<file path="config.mk">
export PLATFORM = sky130hd
export DESIGN_NAME = cpu_encoder
export DESIGN_NICKNAME = d
export VERILOG_FILES = /design/src/rtl/cpu_encoder.sv
export SDC_FILE = /design/constraint.sdc
export NUM_CORES = 1
export LEC_CHECK = 0
export ABC_AREA = 1
export CORE_MARGIN = 2
export CORE_UTILIZATION = 55
export CTS_CLUSTER_DIAMETER = 80
export DETAILED_ROUTE_END_ITERATION = 10
export PLACE_DENSITY = 0.87
export REMOVE_ABC_BUFFERS = 1
export SLEW_MARGIN = 20
export SYNTH_ARGS = -nofsm -noshare
export SYNTH_HDL_FRONTEND = slang
export SYNTH_SLANG_ARGS = --single-unit
</file>
<file path="constraint.sdc">
create_clock -name clk -period 3 [get_ports clk]
set_input_delay 0.6 -clock clk [delete_from_list [all_inputs] [get_ports clk]]
set_output_delay 0.6 -clock clk [all_outputs]
set_load 0.005 [all_outputs]
</file>
<file path="src/rtl/cpu_encoder.sv">
// cpu_encoder: symbolic 6502 instruction to machine-code byte stream.
// Takes one (mnemonic, mode, operand) request per handshake. Each output
// byte carries its program-RAM address. An illegal mnemonic/mode pair emits
// no bytes and raises err for one cycle.
// Ports:
//   clk, rst_n           clock, async active-low reset
//   in_valid/in_ready    request handshake; in_mnem, in_mode, in_operand
//   org_load, org_addr   reload the address counter (IDLE only)
//   out_valid/out_ready  byte handshake; out_data, out_addr, out_last
//   err                  one-cycle pulse for an illegal request
//
// state | meaning
// IDLE  | waiting for a request or org_load
// OP    | presenting the opcode byte
// LO    | presenting operand[7:0]
// HI    | presenting operand[15:8]
// ERR   | illegal request, err pulse, no bytes
module cpu_encoder #(
   parameter int                ADDR_W     = 16,
   parameter logic [ADDR_W-1:0] START_ADDR = 16'h0200
) (
   input  logic              clk,
   input  logic              rst_n,
   input  logic              in_valid,
   output logic              in_ready,
   input  logic [5:0]        in_mnem,
   input  logic [3:0]        in_mode,
   input  logic [15:0]       in_operand,
   input  logic              org_load,
   input  logic [ADDR_W-1:0] org_addr,
   output logic              out_valid,
   input  logic              out_ready,
   output logic [7:0]        out_data,
   output logic [ADDR_W-1:0] out_addr,
   output logic              out_last,
   output logic              err
);

   localparam logic [3:0] M_IMPL = 4'd0,  M_ACC  = 4'd1,  M_IMM  = 4'd2,
                          M_ZPG  = 4'd3,  M_ZPGX = 4'd4,  M_ZPGY = 4'd5,
                          M_ABS  = 4'd6,  M_ABSX = 4'd7,  M_ABSY = 4'd8,
                          M_IND  = 4'd9,  M_XIND = 4'd10, M_INDY = 4'd11,
                          M_REL  = 4'd12;

   typedef enum logic [2:0] {S_IDLE, S_OP, S_LO, S_HI, S_ERR} state_t;

   // Returns {legal, opcode}. Groups 01/10/00 are built from the aaa-bbb-cc
   // field layout of the 6502 opcode matrix; the rest are direct lookups.
   function automatic logic [8:0] f_encode(input logic [5:0] mnem, input logic [3:0] mode);
      logic       ok;
      logic [2:0] aaa;
      logic [2:0] bbb;
      logic [7:0] op;
      ok  = 1'b0;
      aaa = mnem[2:0];
      bbb = 3'b000;
      op  = 8'h00;
      if (mnem < 6'd8) begin
         ok = 1'b1;
         case (mode)
            M_XIND:  bbb = 3'b000;
            M_ZPG:   bbb = 3'b001;
            M_IMM:   bbb = 3'b010;
            M_ABS:   bbb = 3'b011;
            M_INDY:  bbb = 3'b100;
            M_ZPGX:  bbb = 3'b101;
            M_ABSY:  bbb = 3'b110;
            M_ABSX:  bbb = 3'b111;
            default: ok  = 1'b0;
         endcase
         if (mnem == 6'd4 && mode == M_IMM) ok = 1'b0;
         op = {aaa, bbb, 2'b01};
      end else if (mnem < 6'd16) begin
         // codes 12/13 are STX/LDX, which index by Y instead of X
         ok = 1'b1;
         case (mode)
            M_ACC:   begin bbb = 3'b010; ok = (mnem < 6'd12); end
            M_IMM:   begin bbb = 3'b000; ok = (mnem == 6'd13); end
            M_ZPG:   bbb = 3'b001;
            M_ABS:   bbb = 3'b011;
            M_ZPGX:  begin bbb = 3'b101; ok = (mnem != 6'd12 && mnem != 6'd13); end
            M_ZPGY:  begin bbb = 3'b101; ok = (mnem == 6'd12 || mnem == 6'd13); end
            M_ABSX:  begin bbb = 3'b111; ok = (mnem != 6'd12 && mnem != 6'd13); end
            M_ABSY:  begin bbb = 3'b111; ok = (mnem == 6'd13); end
            default: ok = 1'b0;
         endcase
         op = {aaa, bbb, 2'b10};
      end else if (mnem < 6'd22) begin
         case (mode)
            M_ZPG:   bbb = 3'b001;
            M_ABS:   bbb = 3'b011;
            M_ZPGX:  bbb = 3'b101;
            M_ABSX:  bbb = 3'b111;
            default: bbb = 3'b000;
         endcase
         case (mnem)
            6'd16:   begin aaa = 3'b001; ok = (mode == M_ZPG || mode == M_ABS); end
            6'd17:   begin
                        aaa = (mode == M_IND) ? 3'b011 : 3'b010;
                        bbb = 3'b011;
                        ok  = (mode == M_ABS || mode == M_IND);
                     end
            6'd18:   begin aaa = 3'b100; ok = (mode == M_ZPG || mode == M_ZPGX || mode == M_ABS); end
            6'd19:   begin
                        aaa = 3'b101;
                        ok  = (mode == M_IMM || mode == M_ZPG || mode == M_ZPGX ||
                               mode == M_ABS || mode == M_ABSX);
                     end
            6'd20:   begin aaa = 3'b110; ok = (mode == M_IMM || mode == M_ZPG || mode == M_ABS); end
            default: begin aaa = 3'b111; ok = (mode == M_IMM || mode == M_ZPG || mode == M_ABS); end
         endcase
         op = {aaa, bbb, 2'b00};
      end else if (mnem < 6'd30) begin
         // branch condition index is mnem-22; 22 = 6 mod 8
         ok = (mode == M_REL);
         op = {mnem[2:0] - 3'd6, 5'b10000};
      end else if (mnem == 6'd31) begin
         ok = (mode == M_ABS);
         op = 8'h20;
      end else if (mnem < 6'd56) begin
         ok = (mode == M_IMPL);
         case (mnem)
            6'd30: op = 8'h00;  6'd32: op = 8'h40;  6'd33: op = 8'h60;
            6'd34: op = 8'h08;  6'd35: op = 8'h28;  6'd36: op = 8'h48;
            6'd37: op = 8'h68;  6'd38: op = 8'h88;  6'd39: op = 8'hA8;
            6'd40: op = 8'hC8;  6'd41: op = 8'hE8;  6'd42: op = 8'h18;
            6'd43: op = 8'h38;  6'd44: op = 8'h58;  6'd45: op = 8'h78;
            6'd46: op = 8'h98;  6'd47: op = 8'hB8;  6'd48: op = 8'hD8;
            6'd49: op = 8'hF8;  6'd50: op = 8'h8A;  6'd51: op = 8'h9A;
            6'd52: op = 8'hAA;  6'd53: op = 8'hBA;  6'd54: op = 8'hCA;
            default: op = 8'hEA;
         endcase
      end
      return {ok, op};
   endfunction

   function automatic logic [1:0] f_len(input logic [3:0] mode);
      case (mode)
         M_IMPL, M_ACC:                return 2'd1;
         M_ABS, M_ABSX, M_ABSY, M_IND: return 2'd3;
         default:                      return 2'd2;
      endcase
   endfunction

   state_t            r_state, w_next;
   logic [7:0]        r_opcode;
   logic [1:0]        r_len;
   logic [15:0]       r_operand;
   logic [ADDR_W-1:0] r_cnt;
   logic [8:0]        w_enc;
   logic              w_accept, w_xfer;

   assign w_enc    = f_encode(in_mnem, in_mode);
   assign in_ready = (r_state == S_IDLE) && !org_load;
   assign w_accept = in_valid && in_ready;
   assign w_xfer   = out_valid && out_ready;
   assign out_addr = r_cnt;

   always_comb begin
      w_next    = r_state;
      out_valid = 1'b0;
      out_data  = 8'h00;
      out_last  = 1'b0;
      err       = 1'b0;
      case (r_state)
         S_IDLE: if (w_accept) w_next = w_enc[8] ? S_OP : S_ERR;
         S_OP: begin
            out_valid = 1'b1;
            out_data  = r_opcode;
            out_last  = (r_len == 2'd1);
            if (w_xfer) w_next = (r_len == 2'd1) ? S_IDLE : S_LO;
         end
         S_LO: begin
            out_valid = 1'b1;
            out_data  = r_operand[7:0];
            out_last  = (r_len == 2'd2);
            if (w_xfer) w_next = (r_len == 2'd2) ? S_IDLE : S_HI;
         end
         S_HI: begin
            out_valid = 1'b1;
            out_data  = r_operand[15:8];
            out_last  = 1'b1;
            if (w_xfer) w_next = S_IDLE;
         end
         S_ERR: begin
            err    = 1'b1;
            w_next = S_IDLE;
         end
         default: w_next = S_IDLE;
      endcase
   end

   always_ff @(posedge clk or negedge rst_n) begin
      if (!rst_n) begin
         r_state   <= S_IDLE;
         r_opcode  <= 8'h00;
         r_len     <= 2'd0;
         r_operand <= 16'h0000;
         r_cnt     <= START_ADDR;
      end else begin
         r_state <= w_next;
         if (w_accept) begin
            r_opcode  <= w_enc[7:0];
            r_len     <= f_len(in_mode);
            r_operand <= in_operand;
         end
         if (r_state == S_IDLE && org_load)
            r_cnt <= org_addr;
         else if (w_xfer)
            r_cnt <= r_cnt + {{(ADDR_W-1){1'b0}}, 1'b1};
      end
   end

endmodule

</file>
==> flow_metrics.tcl <==
set metrics [dict create \
    outcome "complete, no violations" \
    dr_total_vias 3645 \
    gp_congestion 1.030 \
    placed_cell_area_sq_um 4044 \
    clk-insertion-delay-late_ns 0.30 \
    drt_wl_total_um 9104 \
    min_period_ns 2.832 \
    ys_seq_elements 45 \
    postCtsHoldBufs 0 \
    worstSetupEndpoint "out_last" \
    dieArea_sq_um 6591 \
    detail_route.wirelength.met1_um 3771 \
    cp_max_fo 7 \
    num-nets-final 611 \
    design_power_total_mw 2.860 \
    met3_length_um 829 \
    synthDistinctLibCells 40 \
    floorplan.io_pins 75 \
    grtUsageTotal_pct 28.30 \
    fin_skew_ns 0.009119 \
    setup.worst_path.end_class "output port" \
    grt_pass1_vias 3327 \
    layout.core_utilization_pct 70.87 \
    detailedRoute.firstPassIterationCount 5 \
    avgRoutedWirePerCell_um 14.34 \
    number_of_antenna_repair_diodes 0 \
    synthesis.area_sq_um 3277 \
    number_of_buffers_created_by_cts 5 \
    power_leakage_nw 1.964 \
    layout_common_cells "sky130_fd_sc_hd__nand2_1, sky130_fd_sc_hd__clkdlybuf4s50_1, sky130_fd_sc_hd__inv_1, sky130_fd_sc_hd__dfrtp_1, sky130_fd_sc_hd__nor2_1" \
    wl_met2_um 4357 \
    r2r-start "r_state[0]" \
    synthesis.area_per_instance_sq_um 6.715 \
    worst-r2r-cell-count 7 \
    clock-root-buffer "sky130_fd_sc_hd__clkbuf_8" \
    timing.setup.tns_ns 0 \
    floorplan.initialDensity_pct 56.01 \
    cts_htree_levels 2 \
    cts_tree "done" \
    slew_headroom_pct 61.28 \
    detail-route-antenna-nets 0 \
    tightest_slew_ns 0.5808 \
    design_area_sq_um 4146 \
    startpoint "r_state[1]" \
    row_count 28 \
    synth_sequential_area_ratio_pct 34.40 \
    final_hold_viol_count 0 \
    maxCapViolCount 0 \
    largest_net_degree_at_the_start_of_global_routing 46 \
    timing.critical_path.from_type "flop" \
    coreArea_sq_um 5851 \
    clock_transition_at_path_regs_ns 0.09 \
    buffer_ports.inserted 74 \
    route.top_layer_used "met4" \
    layout_commonest_cell "sky130_fd_sc_hd__nand2_1" \
    final_layout_size_suffix_gt1_share_pct 7.143 \
    reg2reg_slack_ns 0.90 \
    vias_per_cell 5.740 \
    cp_required_ns 2.40 \
    timing.rr.end "out_addr[8]" \
    cp_data_arrival_time_ns 2.23 \
    maxSlewViolCount 0 \
    grt_antenna_before_repair 0 \
    synth_cells 488 \
    hold_path_class "input pin to asynchronous set/reset pin" \
    max_freq_mhz 353.1 \
    die-width_um 81.19 \
    final-setup-viol-count 0 \
    die_height_um 81.19 \
    max-clock-path-buffers 2 \
    grt_first_pass_wirelength_um 14750 \
    grt_remaining_overflow 0 \
    drc 0 \
    drt_first_iter_violations 261 \
    yosysWarningCount 0 \
    ir_drop_mv 0.4091 \
    place.detailed.hpwl_um 6890 \
    cts_num_sinks 45 \
    worst-setup-path-type "flop to output port" \
    timing.final.crit_share_pct 94.40 \
    cellPowerDensity_nw_per_um2 689.8 \
    grt_setup_unrepaired "no" \
    p_r_area_growth_vs_syn_pct 26.54 \
]
-- cells in the mapped netlist (all sizes together) --
master | instances | share of area [%]
and3 | 1 | 0.19
xor2 | 3 | 0.80
nor4 | 3 | 0.57
dfrtp | 44 | 34
inv | 64 | 7.4
nand3 | 38 | 6.1
o221ai | 1 | 0.27
or2 | 1 | 0.19
a211oi | 1 | 0.23
o21ai | 34 | 5.2
dfstp | 1 | 0.80
a311oi | 3 | 0.80
o2111ai | 3 | 0.80
clkbuf | 3 | 0.34
a31oi | 3 | 0.57
ha | 5 | 1.9
o31ai | 2 | 0.46
o21bai | 2 | 0.46
o22ai | 4 | 0.76
o311ai | 2 | 0.53
nor3b | 1 | 0.23
nand2 | 159 | 18
nor3 | 9 | 1.7
nand4 | 8 | 1.5
buf | 10 | 2.3
a21oi | 15 | 2.3
o211ai | 15 | 3.4
o21a | 1 | 0.23
nor2 | 52 | 7.9
-- worst max-delay path: stages, from the launching register on --
cell                              delay, ns
sky130_fd_sc_hd__dfrtp_1               0.44
sky130_fd_sc_hd__inv_1                 0.22
sky130_fd_sc_hd__nand3_1               0.29
sky130_fd_sc_hd__o311ai_0              0.39
sky130_fd_sc_hd__clkdlybuf4s50_1       0.59
-- cells by family after synthesis --
family	after synthesis	share of synthesized area, %
buffers and inverters	77	10.00
flip-flops	45	34.40
XOR/XNOR	3	0.8020
AND/OR/NAND/NOR	272	36.85
AO/OA/AOI/OAI	86	16.04
adder cells (fa/ha/maj)	5	1.909
-- final cells by class --
cell class	count	area, sq um
repair buffers	77	760.7
flip-flops and latches	45	1127
multi-input cells	366	1828
clock buffers	5	68.82
fillers	497	1704
inverters	64	242.7
well taps	75	93.84
clock inverters	3	25.02
-- flip-flops by register name, summed over array words and instances (netlist names) --
signal     cells
out_addr      16
r_len          2
r_opcode       8
r_operand     16
r_state        3
-- metal layers --
| metal | vias to the layer above | global-route usage (%) |
|---|---|---|
| li1 | 1747 | - |
| met1 | 1653 | 36.58 |
| met2 | 229 | 48.60 |
| met3 | 16 | 4.111 |
| met4 | 0 | 9.322 |
| met5 | - | 0 |
-- power by group --
| part | total, mW | switching [mW] | internal (mW) |
|---|---|---|---|
| clock | 0.393 | 0.225 | 0.168 |
| sequential | 1.13 | 0.239 | 0.886 |
| combinational | 1.34 | 0.719 | 0.622 |
| total | 2.86 | 1.18 | 1.68 |
-- stage by stage --
step,instances,setup WS [ns],hold WS (ns)
2_1_floorplan,475,0.7361,0.3044
3_3_place_gp,627,0.4391,0.4551
3_5_place_dp,627,0.3910,0.4589
4_1_cts,635,0.1078,0.4821
5_1_grt,635,0.06498,0.3221
6_report,635,0.1679,0.2933
-- worst min path at each step --
stage | start | endpoint | slack (ns) | cells past startpoint
after floorplan | rst_n | out_addr[0] | 0.30 | 0
after global placement | r_operand[11] | r_operand[11] | 0.46 | 2
after detailed placement | r_operand[4] | r_operand[4] | 0.46 | 2
after CTS | r_operand[4] | r_operand[4] | 0.48 | 2
after global routing | rst_n | out_addr[14] | 0.32 | 1
final | rst_n | out_addr[14] | 0.29 | 1
-- what timing repair did --
item                                    CTS  global route
endpoints found under the setup margin    0             2
resized for setup                         0             1
buffers inserted                          0             0
(Power assumes the default switching activity.)
